`src/rtl/uart_pkg.sv`:
```
`default_nettype none
// ============================================================================
// Module   : uart_pkg
// Brief    : Shared types and constants for the UART transmit path.
// Revision : 1.0 - initial release
// ============================================================================
package uart_pkg;

    typedef enum logic [1:0] {
        IDLE = 2'd0,
        HDR  = 2'd1,
        PAY  = 2'd2
    } uart_arb_state_t;

    localparam logic [7:0] UART_HDR_BASE_DEFAULT = 8'hA0;
    localparam int         UART_CLKS_PER_BIT     = 50_000_000 / 9600;

endpackage
`default_nettype wire

```
`src/rtl/uart_rr_pick.sv`:
```
`default_nettype none
// ============================================================================
// Module   : uart_rr_pick
// Brief    : Combinational round-robin picker, first request after `last`.
// Revision : 1.0 - initial release
// ============================================================================
module uart_rr_pick
    import uart_pkg::*;
#(
    parameter int  NUM_REQ = 4,
    localparam int IDW     = $clog2(NUM_REQ)
) (
    input  logic [NUM_REQ-1:0] req,
    input  logic [IDW-1:0]     last,
    output logic               found,
    output logic [IDW-1:0]     idx
);

    // Doubling the request vector turns the wrap-around search into a
    // linear one over the window (last, last+NUM_REQ].
    logic [2*NUM_REQ-1:0] w_dbl;
    logic [2*NUM_REQ-1:0] w_mask;

    assign w_dbl = {req, req};

    always_comb begin
        w_mask = '0;
        for (int k = 0; k < 2*NUM_REQ; k++) begin
            w_mask[k] = (k > int'(last)) && (k <= int'(last) + NUM_REQ);
        end
    end

    always_comb begin
        found = 1'b0;
        idx   = '0;
        for (int k = 2*NUM_REQ-1; k >= 0; k--) begin
            if (w_dbl[k] && w_mask[k]) begin
                found = 1'b1;
                idx   = IDW'(k % NUM_REQ);
            end
        end
    end

endmodule
`default_nettype wire

```
`src/rtl/uart_tx_arbiter.sv`:
```
`default_nettype none
// ============================================================================
// Module   : uart_tx_arbiter
// Brief    : Packet-level round-robin sharing of one uart_tx, with source
//            header byte and mid-packet stall watchdog.
// Revision : 1.0 - initial release
// ============================================================================
module uart_tx_arbiter
    import uart_pkg::*;
#(
    parameter int          NUM_REQ        = 4,
    parameter logic [7:0]  HDR_BASE       = UART_HDR_BASE_DEFAULT,
    parameter int          TIMEOUT_CYCLES = 1_000_000,
    localparam int         IDW            = $clog2(NUM_REQ)
) (
    input  logic                 clk,
    input  logic                 rst,
    input  logic [8*NUM_REQ-1:0] req_data,
    input  logic [NUM_REQ-1:0]   req_valid,
    input  logic [NUM_REQ-1:0]   req_last,
    output logic [NUM_REQ-1:0]   req_ready,
    output logic [7:0]           tx_data,
    output logic                 tx_valid,
    input  logic                 tx_ready,
    output logic [IDW-1:0]       grant_id,
    output logic                 busy,
    output logic [7:0]           err_count
);

    localparam int                c_WD_W    = $clog2(TIMEOUT_CYCLES + 1);
    localparam logic [c_WD_W-1:0] c_WD_LAST = c_WD_W'(TIMEOUT_CYCLES - 1);

    uart_arb_state_t   r_state;
    uart_arb_state_t   w_state_nxt;
    logic [IDW-1:0]    r_last;
    logic [IDW-1:0]    w_last_nxt;
    logic [IDW-1:0]    r_grant;
    logic [IDW-1:0]    w_grant_nxt;
    logic [c_WD_W-1:0] r_wd;
    logic [c_WD_W-1:0] w_wd_nxt;
    logic [7:0]        r_err;
    logic [7:0]        w_err_nxt;

    logic              w_found;
    logic [IDW-1:0]    w_pick;
    logic              w_sel_valid;
    logic              w_sel_last;
    logic [7:0]        w_sel_data;

    uart_rr_pick #(
        .NUM_REQ (NUM_REQ)
    ) u_pick (
        .req   (req_valid),
        .last  (r_last),
        .found (w_found),
        .idx   (w_pick)
    );

    assign w_sel_valid = req_valid[r_grant];
    assign w_sel_last  = req_last[r_grant];
    assign w_sel_data  = req_data[{r_grant, 3'b000} +: 8];

    always_comb begin
        w_state_nxt = r_state;
        w_last_nxt  = r_last;
        w_grant_nxt = r_grant;
        w_wd_nxt    = r_wd;
        w_err_nxt   = r_err;
        tx_valid    = 1'b0;
        tx_data     = 8'h00;
        req_ready   = '0;

        case (r_state)
            IDLE: begin
                if (w_found) begin
                    w_grant_nxt = w_pick;
                    w_state_nxt = HDR;
                end
            end
            HDR: begin
                tx_valid = 1'b1;
                tx_data  = HDR_BASE | 8'(r_grant);
                if (tx_ready) begin
                    w_state_nxt = PAY;
                    w_wd_nxt    = '0;
                end
            end
            PAY: begin
                tx_valid           = w_sel_valid;
                tx_data            = w_sel_data;
                req_ready[r_grant] = tx_ready;
                if (w_sel_valid && tx_ready) begin
                    w_wd_nxt = '0;
                    if (w_sel_last) begin
                        w_last_nxt  = r_grant;
                        w_state_nxt = IDLE;
                    end
                end else if (!w_sel_valid) begin
                    // Only a silent source counts as a stall; a slow UART does not.
                    if (r_wd == c_WD_LAST) begin
                        w_last_nxt  = r_grant;
                        w_state_nxt = IDLE;
                        if (r_err != 8'hFF) begin
                            w_err_nxt = r_err + 8'd1;
                        end
                    end else begin
                        w_wd_nxt = r_wd + 1'b1;
                    end
                end
            end
            default: begin
                w_state_nxt = IDLE;
            end
        endcase
    end

    always_ff @(posedge clk or negedge rst) begin
        if (!rst) begin
            r_state <= IDLE;
            r_last  <= IDW'(NUM_REQ - 1);
            r_grant <= '0;
            r_wd    <= '0;
            r_err   <= 8'h00;
        end else begin
            r_state <= w_state_nxt;
            r_last  <= w_last_nxt;
            r_grant <= w_grant_nxt;
            r_wd    <= w_wd_nxt;
            r_err   <= w_err_nxt;
        end
    end

    assign grant_id  = r_grant;
    assign busy      = (r_state != IDLE);
    assign err_count = r_err;

endmodule
`default_nettype wire

```
`config.mk`:
```
export PLATFORM = sky130hd
export DESIGN_NAME = uart_tx_arbiter
export DESIGN_NICKNAME = d
export VERILOG_FILES = /design/src/rtl/uart_pkg.sv /design/src/rtl/uart_rr_pick.sv /design/src/rtl/uart_tx_arbiter.sv
export SDC_FILE = /design/constraint.sdc
export NUM_CORES = 1
export LEC_CHECK = 0
export CORE_MARGIN = 8
export CORE_UTILIZATION = 40
export DETAILED_ROUTE_END_ITERATION = 6
export HOLD_SLACK_MARGIN = 0.15
export PLACE_DENSITY_LB_ADDON = 0.1
export SYNTH_ARGS = -nofsm -noshare
export SYNTH_HDL_FRONTEND = slang
export SYNTH_SLANG_ARGS = --single-unit
```
`constraint.sdc`:
```
create_clock -name clk -period 2.45 [get_ports clk]
set_input_delay 0.6125 -clock clk [delete_from_list [all_inputs] [get_ports clk]]
set_output_delay 0.6125 -clock clk [all_outputs]
set_load 0.01 [all_outputs]
```
==> reports/metrics.cfg, run 1 <==
[logic_synthesis]
yosys.cell_types.count=46
syn_nets=290
synth_area_leader_cell=dfrtp_1
synth_cells=241
synth_area_leaders=dfrtp_1 (33%), mux4_2 (9.4%), and3_1 (3.1%)
syn_area_mm2=0.00240
ys_seq_area_share_pct=35.6
yosysWarnings=0
synth-main-ff-cell=dfrtp_1
synth_seq_cells=34
synth_edf_count=0
synth_area_per_cell_um2=9.95
netlist.area_leader.share_pct=33.4
ys_async_sr_fraction_pct=100

[finish]
final_common_cell=clkdlybuf4s50_1
antenna_cells=0
fin_nets=386
stdcell_count=412
fillers=506
drive_gt1_share_pct=27.0
final_cell_mix=clkdlybuf4s50_1 (42), buf_4 (35), dfrtp_1 (31)
syn2layout_area_growth_pct=47.2

[sta]
clock.fmax_ghz=0.407
tns_ns=-0.00819
fin_crit_ns=2.46
finalCritPeriodShare_pct=100
tightest_slew_ns=0.455
fin_hold_ws_ns=0.487
layout_setup_ws_ns=-0.00819
hold_viol_final=0
relSlewSlack_pct=69.6
setup_viol=1
maxSlewViolCount=0
fin_skew_ns=0.00885

[route]
first_pass_iters=4
ant_nets=0
via_count=2324
drc=0
totalWireLength_um=6990
wire_per_inst_um=17.0
drt-vias-per-instance=5.64
drt_iter0_markers=125

[outcome]
violations=negative setup slack
status=complete, but fails checks

[flow_run]
maxCapViolCount=0

[worst_setup_path]
crit_arrival_ns=1.85
ff2ff_path_depth=7
path_class=in -> out
worstPathRequired_ns=1.84
cp-end-kind=output port
startpoint_type=input pin
cp_max_fo=1

[min_path]
hold_path_class=reg -> reg
min_path_cells=1

[clock_tree]
cts_tree=built
clock_latency_ns=0.28
clock-root-buffer=clkbuf_8
cts_hold_buf=0
cts.sinks=34
cts_buffers=5
path_clk_slew_ns=0.06
cts_max_level=2
clockBufferDepth=2

[power]
power_mw=2.78
p_leak_nw=1.65
p_comb_share_pct=60.4
p_switching_mw=1.05
pwr-share-clk_pct=13.9
peakVddDrop_uv=416
sw_frac_of_total_pct=37.8
cellPowerDensity_mw_per_mm2=788
power_frac_seq_pct=25.6
p_int_mw=1.73

[placed_design]
gp_congestion=0.832
dpl.cell_count=402
io_buffers=66
dp.final_hpwl_um=5230

[global_routing]
grt_pass1_wl_um=11800
antenna_found_initial=0
grt_pass1_vias=2388
grt_use_total_pct=16.6
grt_overflow=0
grt_max_degree=35

[die]
chipHeight_um=93.4
fp.dieW_um=93.4
die_area_mm2=0.00873
start_util_pct=41.0
ioPinCount=67
std_cell_rows=28
core_area_mm2=0.00585

[routing by layer]
| metal | vias to the layer above | GRT usage (%) | wire length [um] |
|---|---|---|---|
| met3 | 7 | 5.13 | 358 |
| met1 | 1145 | 20.1 | 3110 |
| met4 | 0 | 3.89 | 75 |
| met2 | 50 | 28.1 | 3450 |
| li1 | 1122 | - | - |
| met5 | - | 0 | 0 |
[cell families after synthesis]
family | synth area share, %
simple gates | 22.0
compound gates | 19.7
flops | 35.6
buf+inv | 4.90
mux | 12.1
xor+xnor | 2.56
fa+ha+maj | 3.13
[per-stage QoR]
step / worst slack, ns / util, % / area [um2]
floorplan: 0.110 / - / 2400
global placement: -0.455 / 57.5 / 3360
detailed placement: -0.457 / 57.5 / 3360
CTS: 0.00166 / 59.8 / 3500
global route: -0.0295 / 60.4 / 3530
finish: -0.00819 / 60.4 / 3530
[critical path, cell delays in order]
cell	delay [ns]
clkdlybuf4s50_1	0.40
mux4_2	0.49
and3_4	0.21
buf_2	0.14
[Yosys cell counts (4+ instances only)]
cell and instances:
o22a_1 5, inv_1 7, and3_1 12, a21oi_1 11
nand4_1 7, nor4_1 7, nand2_1 13, dfrtp_1 32
buf_2 4, nor2b_1 7, a211o_1 6, mux4_2 10
clkbuf_1 10, and2_1 5, ha_1 6, nor3_1 6
o31ai_1 10, xnor2_1 7, o21ai_0 9, nand3_1 11
a21o_1 7, nor2_1 7
[sequential cells by signal, summed over array words and instances, names as in the netlist]
signal     count
r_wd          20
err_count      8
grant_id       2
r_last         2
r_state        2
[power by group through the flow]
stage | clock, mW | combinational [mW] | sequential (mW)
2_1_floorplan | 0 | 0.906 | 0.690
3_3_place_gp | 0 | 1.57 | 0.710
3_5_place_dp | 0 | 1.58 | 0.714
4_1_cts | 0.402 | 1.66 | 0.711
5_1_grt | 0.433 | 1.81 | 0.725
6_report | 0.387 | 1.68 | 0.713
[repair_timing]
| item | 4_1_cts | 5_1_grt |
|---|---|---|
| buffers inserted | 3 | 0 |
| pin swaps | 8 | 4 |
| endpoints found under the setup margin | 34 | 5 |
| gates resized for setup | 63 | 11 |
[path summary, 6_finish.rpt]
kind                                                from                  endpoint  slack [ns]
max in group asynchronous                            rst     r_last[0]$_DFFE_PN1P_        1.36
worst max register to register   grant_id[0]$_DFFE_PN0P_    r_state[1]$_DFFE_PN0P_        0.18
min in group asynchronous                            rst      r_wd[19]$_DFFE_PN0P_        0.74
worst max-delay path                        req_data[28]                tx_data[4]      -0.008
worst min-delay path            err_count[6]$_DFFE_PN0P_  err_count[6]$_DFFE_PN0P_        0.49
worst min register to register  err_count[6]$_DFFE_PN0P_  err_count[6]$_DFFE_PN0P_        0.49
[final cells by class]
| type | instances | area (um2) | area share (%) |
|---|---|---|---|
| multi-input cells | 183 | 1520 | 43.1 |
| clock buffers | 7 | 76.3 | 2.16 |
| well taps | 75 | 93.8 | 2.66 |
| repair buffers | 106 | 960 | 27.2 |
| flip-flops and latches | 34 | 855 | 24.2 |
| inverters | 7 | 26.3 | 0.744 |
No activity file was read; power rests on OpenSTA's default activity.
==> run 2: changes to the inputs <==
- CORE_ASPECT_RATIO: unset -> 0.8
==> run 2 against run 1 <==
Net effect: the run now ends clean; highest routed layer unchanged; flip-flop and latch count unchanged; register-to-register slack barely moved; worst setup slack improved by 0.025 ns; clock skew decreased by 0.0041 ns; critical endpoint is now tx_data[7]; largest power group unchanged; maximum frequency is 1.0% higher.
==> reports/metrics.cfg, run 2 (synthesized netlist as in run 1, its figures left out) <==
[outcome]
status=finished clean

[clock_tree]
cts_buffers=5
cts_max_level=2
cts_hold_buf=0
cts.sinks=34
cts_tree=built
path_clk_slew_ns=0.07
clock-root-buffer=clkbuf_8
clockBufferDepth=2
clock_latency_ns=0.28

[sta]
finalCritPeriodShare_pct=99.3
clock.fmax_ghz=0.411
tightest_slew_ns=0.440
relSlewSlack_pct=70.7
fin_skew_ns=0.00477
rsz0062_at_grt=true
fin_crit_ns=2.43
fin_hold_ws_ns=0.484
hold_viol_final=0
layout_setup_ws_ns=0.0166
maxSlewViolCount=0
setup_viol=0

[route]
drc=0
via_count=2333
wire_per_inst_um=16.7
first_pass_iters=5
drt-vias-per-instance=5.53
drt_iter0_markers=158
ant_nets=0
totalWireLength_um=7030

[worst_setup_path]
path_cells=clkdlybuf4s50_1 -> mux4_2 -> a21oi_2 -> nor2b_1 -> buf_2
max_stage_delay_ns=0.47
path_class=in -> out
worstPathRequired_ns=1.84
crit_arrival_ns=1.82
cp-end-kind=output port
cp_slowest_cell=mux4_2
cp_max_fo=1
ff2ff_path_depth=9
startpoint_type=input pin

[placed_design]
io_buffers=66
dp.final_hpwl_um=5280
gp_congestion=0.865
pre_cts_ws_ns=-0.446
postPlaceCellArea_mm2=0.00342

[power]
sw_frac_of_total_pct=36.6
cellPowerDensity_mw_per_mm2=818
peakVddDrop_uv=391
p_int_mw=1.87
pwr-share-clk_pct=17.1
p_leak_nw=1.67
power_frac_seq_pct=23.7
p_switching_mw=1.08
p_comb_share_pct=59.2

[die]
ioPinCount=67
start_util_pct=41.0
core_area_mm2=0.00585
die_area_mm2=0.00875
fp.dieW_um=103
std_cell_rows=25
chipHeight_um=85.3

[global_routing]
grt_pass1_vias=2228
grt_use_total_pct=16.4
grt_overflow=0
grt_max_degree=35
antenna_found_initial=0
grt_pass1_wl_um=11400

[finish]
final_area_mm2=0.00361
antenna_cells=0
fin_nets=389
largest_register_ffs=20
syn2layout_area_growth_pct=50.6
top_register=r_wd
drive_gt1_share_pct=27.6
final_common_cell=clkdlybuf4s50_1
final_cell_mix=clkdlybuf4s50_1 (44), buf_4 (35), dfrtp_1 (32)

[min_path]
hold_path_class=reg -> reg
min_path_cells=1

[flow_run]
maxCapViolCount=0

## run 2: routing by layer
metal	wire, um	vias up	global-route usage (%)
li1	-	1130	-
met1	3180	1142	22.1
met2	3500	59	26.7
met3	345	2	3.35
met4	10	0	2.79
met5	0	-	0
## run 2: area by class of cell
| class | count | area (um2) |
|---|---|---|
| multi-input combinational | 183 | 1490 |
| timing repair buffer | 109 | 1030 |
| fill | 515 | 2240 |
| clock buffer | 5 | 68.8 |
| tap | 81 | 101 |
| inverter | 7 | 26.3 |
| sequential | 34 | 853 |
| clock inverter | 3 | 40.0 |
## run 2: power groups by stage
stage | Sequential [mW] | Combinational [mW] | Clock (mW)
after global placement | 0.708 | 1.62 | 0
after detailed placement | 0.711 | 1.64 | 0
final | 0.700 | 1.75 | 0.505
after floorplan | 0.690 | 0.906 | 0
after global routing | 0.709 | 1.88 | 0.542
after CTS | 0.701 | 1.72 | 0.517
## run 2: metrics by stage
step           utilization [%]  setup TNS, ns  power (mW)  instances
2_1_floorplan                -              0        1.60        241
3_3_place_gp              58.5         -11.72        2.33        408
3_5_place_dp              58.5         -12.32        2.35        408
4_1_cts                   61.0       -0.00638        2.93        421
5_1_grt                   61.8        -0.0470        3.14        422
6_report                  61.8              0        2.96        422
## run 2: worst paths after layout
kind | from | end | slack (ns)
min reg2reg | err_count[6]$_DFFE_PN0P_ | err_count[6]$_DFFE_PN0P_ | 0.48
max | req_data[15] | tx_data[7] | 0.02
max reg2reg | grant_id[0]$_DFFE_PN0P_ | r_wd[12]$_DFFE_PN0P_ | 0.17
min | err_count[6]$_DFFE_PN0P_ | err_count[6]$_DFFE_PN0P_ | 0.48
max in group asynchronous | rst | r_last[0]$_DFFE_PN1P_ | 1.37
min in group asynchronous | rst | err_count[2]$_DFFE_PN0P_ | 0.73
## run 2: critical path: cells and delay by family
family                 cells  cell delay [ns]
AOI/OAI and AO/OA          1             0.13
and+or+nand+nor            1             0.05
buffers and inverters      2             0.55
muxes                      1             0.47
## run 2: what timing repair did
action,CTS,global route
endpoints found under the setup margin,20,8
pin swaps,6,4
gates resized for setup,55,12
buffers inserted,5,1
